File: src/rtl/memory_responder_bytewide.sv
// Device-side responder for the byte-wide external memory pin interface, backed by a 16-bit RAM.
// Define MEMRESP_INPUT_SYNC_EN to pass all inputs through a 2-flop synchronizer before decode.
module memory_responder_bytewide #(
  parameter int unsigned ADDR_WIDTH   = 8,
  parameter int unsigned RESP_LATENCY = 2
) (
  input  logic       clk,
  input  logic       reset,
  input  logic       register_enable,
  input  logic       write_enable,
  input  logic       read_enable,
  input  logic       lower_bit,
  input  logic       upper_bit,
  input  logic [7:0] data_in,
  output logic [7:0] data_out,
  output logic [7:0] data_oe,
  output logic       lower_ack,
  output logic       upper_ack,
  output logic       proto_err
);

  localparam int unsigned Depth  = 2 ** ADDR_WIDTH;
  localparam logic [7:0]  LatCnt = 8'(RESP_LATENCY);

  typedef enum logic [1:0] {StIdle, StWait, StAck} state_e;

  logic [12:0] in_raw, in_s;
  assign in_raw = {register_enable, write_enable, read_enable, lower_bit, upper_bit, data_in};

`ifdef MEMRESP_INPUT_SYNC_EN
  logic [12:0] sync1_q, sync2_q;
  always_ff @(posedge clk) begin
    if (reset) begin
      sync1_q <= '0;
      sync2_q <= '0;
    end else begin
      sync1_q <= in_raw;
      sync2_q <= sync1_q;
    end
  end
  assign in_s = sync2_q;
`else
  assign in_s = in_raw;
`endif

  // strb = {reg, wr, rd, lower, upper}
  logic [4:0] strb;
  logic [2:0] en;
  logic [1:0] sel;
  logic [7:0] din;
  logic       valid;
  assign strb  = in_s[12:8];
  assign en    = strb[4:2];
  assign sel   = strb[1:0];
  assign din   = in_s[7:0];
  assign valid = $onehot(en) && $onehot(sel);

  state_e      state_q, state_d;
  logic [7:0]  cnt_q, cnt_d;
  logic [2:0]  op_q, op_d;
  logic [1:0]  sel_q, sel_d;
  logic [15:0] addr_q, addr_d;
  logic [7:0]  wlo_q, wlo_d;
  logic [7:0]  dout_q, dout_d;
  logic [7:0]  oe_q, oe_d;
  logic        lack_q, lack_d;
  logic        uack_q, uack_d;
  logic        perr_q, perr_d;

  logic [15:0] mem_q [Depth];
  logic [ADDR_WIDTH-1:0] addr_idx;
  logic [15:0] rdata;
  logic        do_act, mem_we;
  logic [2:0]  act_op;
  logic [1:0]  act_sel;

  assign addr_idx = addr_q[ADDR_WIDTH-1:0];
  assign rdata    = mem_q[addr_idx];

  // Upper address bits are architecturally visible but do not select RAM words.
  logic unused_addr;
  assign unused_addr = ^addr_q;

  always_comb begin
    state_d = state_q;
    cnt_d   = cnt_q;
    op_d    = op_q;
    sel_d   = sel_q;
    addr_d  = addr_q;
    wlo_d   = wlo_q;
    dout_d  = dout_q;
    oe_d    = oe_q;
    lack_d  = lack_q;
    uack_d  = uack_q;
    perr_d  = perr_q;
    do_act  = 1'b0;
    mem_we  = 1'b0;
    act_op  = op_q;
    act_sel = sel_q;

    unique case (state_q)
      StIdle: begin
        if (valid) begin
          op_d    = en;
          sel_d   = sel;
          act_op  = en;
          act_sel = sel;
          if (LatCnt == 8'd0) begin
            do_act  = 1'b1;
            state_d = StAck;
          end else begin
            cnt_d   = LatCnt;
            state_d = StWait;
          end
        end else if (strb != 5'd0) begin
          perr_d = 1'b1;
        end
      end
      StWait: begin
        if (strb != {op_q, sel_q}) begin
          perr_d  = 1'b1;
          state_d = StIdle;
        end else begin
          cnt_d = cnt_q - 8'd1;
          if (cnt_q == 8'd1) begin
            do_act  = 1'b1;
            state_d = StAck;
          end
        end
      end
      StAck: begin
        // Four-phase: release only once the captured enable has gone low.
        if ((en & op_q) == 3'd0) begin
          lack_d  = 1'b0;
          uack_d  = 1'b0;
          oe_d    = 8'h00;
          state_d = StIdle;
        end
      end
      default: state_d = StIdle;
    endcase

    if (do_act) begin
      lack_d = act_sel[1];
      uack_d = act_sel[0];
      unique case (1'b1)
        act_op[2]: begin
          if (act_sel[1]) addr_d[7:0]  = din;
          else            addr_d[15:8] = din;
        end
        act_op[1]: begin
          if (act_sel[1]) wlo_d  = din;
          else            mem_we = 1'b1;
        end
        act_op[0]: begin
          dout_d = act_sel[1] ? rdata[7:0] : rdata[15:8];
          oe_d   = 8'hFF;
        end
        default: ;
      endcase
    end
  end

  always_ff @(posedge clk) begin
    if (reset) begin
      state_q <= StIdle;
      cnt_q   <= 8'd0;
      op_q    <= 3'd0;
      sel_q   <= 2'd0;
      addr_q  <= 16'd0;
      wlo_q   <= 8'd0;
      dout_q  <= 8'd0;
      oe_q    <= 8'd0;
      lack_q  <= 1'b0;
      uack_q  <= 1'b0;
      perr_q  <= 1'b0;
    end else begin
      state_q <= state_d;
      cnt_q   <= cnt_d;
      op_q    <= op_d;
      sel_q   <= sel_d;
      addr_q  <= addr_d;
      wlo_q   <= wlo_d;
      dout_q  <= dout_d;
      oe_q    <= oe_d;
      lack_q  <= lack_d;
      uack_q  <= uack_d;
      perr_q  <= perr_d;
    end
  end

  // RAM is never cleared; reset only suppresses an in-flight write.
  always_ff @(posedge clk) begin
    if (mem_we && !reset) begin
      mem_q[addr_idx] <= {din, wlo_q};
    end
  end

  assign data_out  = dout_q;
  assign data_oe   = oe_q;
  assign lower_ack = lack_q;
  assign upper_ack = uack_q;
  assign proto_err = perr_q;

endmodule

File: config.mk
export PLATFORM = sky130hd
export DESIGN_NAME = memory_responder_bytewide
export DESIGN_NICKNAME = d
export VERILOG_FILES = /design/src/rtl/memory_responder_bytewide.sv
export SDC_FILE = /design/constraint.sdc
export NUM_CORES = 2
export LEC_CHECK = 0
export ABC_CLOCK_PERIOD_IN_PS = 6700
export BUFFER_PORTS_ARGS = -buffer_cell sky130_fd_sc_hd__buf_2
export CAP_MARGIN = 20
export CORE_ASPECT_RATIO = 1.5
export CORE_MARGIN = 2
export CORE_UTILIZATION = 35
export CTS_CLUSTER_DIAMETER = 100
export DETAILED_ROUTE_END_ITERATION = 10
export PLACE_DENSITY = 0.49
export SYNTH_ARGS = -nofsm -noshare
export SYNTH_HDL_FRONTEND = slang
export SYNTH_SLANG_ARGS = --single-unit
File: constraint.sdc
create_clock -name clk -period 6.7 [get_ports clk]
set_input_delay 2.01 -clock clk [delete_from_list [all_inputs] [get_ports clk]]
set_output_delay 2.01 -clock clk [all_outputs]
set_load 0.02 [all_outputs]
==> results.md <==
- The post-route met1 wirelength is 193000 um.
- The detailed-route via count is 78987.
- The number of vias per cell is 5.60.
- The type of origin of the critical path is an input port.
- The number of instances on the worst hold path is 2.
- After clock tree synthesis, the flow added hold-fix buffers numbering 0.
- The DRC violation count after routing is 0.
- The number of global-route vias before repair is 80822.
- The count of maximum capacitance violations is 0.
- The cell at the root of the clock tree is sky130_fd_sc_hd__clkbuf_16.
- The area after detailed placement is 0.171 mm2.
- The first global-routing pass estimated 711000 um of wire.
- The starting utilization of the core area is 35.1%.
- The share of the synthesized netlist area taken by xor and xnor gates is 0.0438%.
- The library cell occupying the most area in the post-synthesis netlist is sky130_fd_sc_hd__edfxtp_1.
- Summed over its instances, the top area cell type makes up 76.9% of the synthesized netlist area.
- The number of distinct library cells after synthesis is 85.
- The tightest min-delay check is of the flop to flop type.
- A synthesized cell averages 22.2 um2.
- Post-CTS timing repair inserted 0 buffers for setup.
- The routed design uses 30000 um of met3 wire.
- Dividing the detail-routed wire length by the instance count gives 37.4 um.
- Relative to the synthesized area, the layout overhead comes to 15.0%.
- The net count of the finished layout is 7809.
- The die covers 0.463 mm2.
- After routing the design area is 0.184 mm2.
- Summing the areas of all compound-gate instances in the mapped netlist gives 2.10% of the synthesized area.
- The largest stage delay on the critical path is 0.58 ns.
- The HPWL after detailed placement is 335000 um.
- The fraction of final layout cells sized beyond drive strength 1 is 30.6%.
- The final number of hold-violating endpoints is 0.
- Leaving out filler cells and counting taps, the final layout contains 14094.
- The violation count after the first detailed-routing iteration is 10028.
- After synthesis, the largest family of logic cells by area is multiplexers.
- The maximum level of the CTS H-tree is 5.
- The TritonCTS clock tree is built.
- The length of the first detailed-routing pass in iterations is 8.
- The number of buffers added on ports is 33.
- VDD sags by at most 0.203 mV.
- The buffer and inverter count on the worst path is 3.
- The synthesized-area fraction occupied by adder cells is 0.0594%.
- On the final layout, the worst clock skew is 0.0554 ns.
- At the end of routability-driven placement, the weighted congestion stood at 0.917.
- Headroom to the max-slew limit came out at 9.88%.
- Clock-pin slew was measured on the worst setup and hold paths at 0.06 ns.
- The netlist area before placement is 0.160 mm2.
- The achievable frequency is 200 MHz.
- The die is 832 um tall.
- Clock tree synthesis found a total of 4154 sinks.
- At the end of the flow the core is filled with cells to 40.3%.
- Gates resized during post-CTS repair numbered 0.
- The number of antenna violations at the first check in global routing was 24.
- The count of flip-flops with a built-in enable after synthesis is 4096.
- Once detail routing completed, the nets flagged for antenna violations numbered 0.
- Counting flops and latches in the post-synthesis netlist gives 4154.
- In this run the top signal layer used is met5.
- In the detailed route, the total length drawn on met2 is 270000 um.
- The core region area is 0.456 mm2.
- The worst-case hold slack is 0.504 ns.
- The cell repeated most along the worst path is sky130_fd_sc_hd__buf_4.
- The largest net degree at the start of global routing is 153.
- The beginning of the worst hold path is data_oe[3].
- The fraction of registers with async set or reset after synthesis is 0%.
- After layout, the worst path uses 74.5% of the clock period.
- For this run, the register share of the synthesized area comes to 77.6%.
- The total number of placement rows is 304.
- The category of the most critical setup path is input port to flop.
- The all-layer global routing usage is 22.5%.
- The total clock buffers created by CTS is 386.
- The smallest clock period supported by the final layout is computed as 4.99 ns.
- The largest driver fanout on the critical path is 12.
- By instance count, the leading cell after synthesis is sky130_fd_sc_hd__edfxtp_1.
- The routed wire length is 527000 um.
- Summed over all failing endpoints, the final setup total negative slack is 0 ns.
- The worst min-delay path endpoint is data_oe[3].
- By count the netlist is led by 4096 x sky130_fd_sc_hd__edfxtp_1, 1047 x sky130_fd_sc_hd__mux4_2, 363 x sky130_fd_sc_hd__nor2_1, 260 x sky130_fd_sc_hd__nand2_1, 226 x sky130_fd_sc_hd__mux2i_1.
- Setup repair after global routing left no endpoint under its margin.
- The number of setup violations in the final report is 0.
- The synthesized netlist devotes 2.35% of its cell area to simple gates.
- The endpoint class of the critical path is a flop.
- The mux contribution to synthesized area is 16.2%.
- Among cell families on the critical path, the largest total delay comes from simple AND/OR/NAND/NOR gates.
- The flow ran to the end, and the final reports show no timing, DRC or antenna violations.
- The arrival time at the worst endpoint is 5.62 ns.
- The cell at the slowest stage of the critical path is sky130_fd_sc_hd__fa_1.
- Counting every net in the synthesized netlist gives 7237.
- In this run the static leakage power is 0.0609 uW.
- The maximum count of clock buffers along a single path is 4.
- For this run, the leading register cell type out of synthesis is sky130_fd_sc_hd__edfxtp_1.
- For this design the top-level I/O count stands at 34.
- The depth of the worst register-to-register path is 11.
- The transition at the pin with the smallest max-transition slack is 1.34 ns.
- The count of final max-slew check failures came to 0.
- Data on the critical path is required at its endpoint by 7.33 ns.
- The number of cells after detailed placement is 13363.
- Walking the worst path, the cells encountered are buf_2 > fa_1 > nor4bb_1 > a21boi_0 > nor3_2 > nor4b_1 > and2b_1 > nand3_1 > buf_4 > nor2_1 > buf_4.
- In this run the power density over the cells is 279 mW/mm2.
- The instance count of the mapped netlist is 7215.
- In the post-synthesis netlist, the biggest area contributors are sky130_fd_sc_hd__edfxtp_1 77%, sky130_fd_sc_hd__mux4_2 15%, sky130_fd_sc_hd__mux2i_1 1.4%.
- The clock reaches the later pin of the worst-skew pair after 0.96 ns.
- The number of warning messages in the yosys log is 0.
- The worst register-to-register path has a setup slack of 1.93 ns.
- The endpoint of the worst register-to-register path is data_out[2].
- From left edge to right edge, the die measures 556 um.
- The aggregate global routing overflow is 0.
==> stage by stage <==
| stage | setup slack [ns] | total power [uW] |
|---|---|---|
| 2_1_floorplan | 1.23 | 28900 |
| 3_3_place_gp | 0.848 | 29200 |
| 3_5_place_dp | 0.807 | 29300 |
| 4_1_cts | 1.82 | 51800 |
| 5_1_grt | 1.55 | 52700 |
| 6_report | 1.71 | 51400 |
==> layout by cell type (no fill, tap or decap), types with 59 or more instances in the layout <==
master / count
sky130_fd_sc_hd__o22ai_1: 97
sky130_fd_sc_hd__mux2i_1: 226
sky130_fd_sc_hd__buf_12: 73
sky130_fd_sc_hd__mux4_2: 1047
sky130_fd_sc_hd__buf_4: 488
sky130_fd_sc_hd__nand2_1: 250
sky130_fd_sc_hd__clkbuf_16: 392
sky130_fd_sc_hd__clkinv_2: 59
sky130_fd_sc_hd__edfxtp_1: 4096
sky130_fd_sc_hd__clkinv_1: 82
sky130_fd_sc_hd__nor2_2: 179
sky130_fd_sc_hd__a21oi_1: 69
sky130_fd_sc_hd__nor2_1: 183
==> state kept, by name, indices dropped and copies added (netlist names), 2 cells and up, named ones only <==
name / cells
mem_q: 4096
addr_q: 8
cnt_q: 8
data_oe: 8
data_out: 8
wlo_q: 8
op_q: 3
sel_q: 2
state_q: 2
==> tightest hold or removal path: stages (launching register included) <==
cell and delay [ns]:
sky130_fd_sc_hd__dfxtp_1 0.33, sky130_fd_sc_hd__a21oi_1 0.06, sky130_fd_sc_hd__nor2_1 0.08
==> cell families (layout without fill, tap and decap cells) <==
family | after synthesis | in the layout
AOI/OAI and AO/OA | 476 | 476
other | 0 | 24
xor gates and xnor gates | 8 | 8
and+or+nand+nor | 857 | 857
adders and majority gates | 7 | 7
DFF | 4154 | 4154
muxes | 1284 | 1284
buffers and inverters | 429 | 1317
==> how the worst max path moves through the flow <==
| stage | startpoint | to | cells after the start | slack, ns |
|---|---|---|---|---|
| floorplan | register_enable | mem_q[54][0] | 10 | 1.23 |
| global placement | register_enable | mem_q[13][9] | 12 | 0.85 |
| detailed placement | read_enable | mem_q[63][14] | 11 | 0.81 |
| CTS | read_enable | mem_q[63][11] | 11 | 1.82 |
| global route | register_enable | mem_q[63][11] | 11 | 1.55 |
| finish | register_enable | mem_q[53][6] | 11 | 1.71 |
==> cell type report <==
class,count,area (um2)
fill,39904,272000
sequential,4154,124000
multi-input combinational,2632,33900
clock buffer,446,10000
tap,5967,7470
timing repair buffer,601,5470
clock inverter,258,2760
inverter,12,67.6
antenna,24,60.1
==> routing by layer <==
metal,GRT usage [%],vias up
li1,-,31574
met1,27.0,43193
met2,39.1,3361
met3,2.87,857
met4,12.7,2
met5,0,-
==> where the power goes <==
group	leakage, uW	total, uW	internal (uW)	switching, uW
Combinational	0.0120	373	45.2	328
Clock	0.00618	22700	12800	9920
Sequential	0.0427	28300	28300	7.12
(Power assumes the default switching activity.)
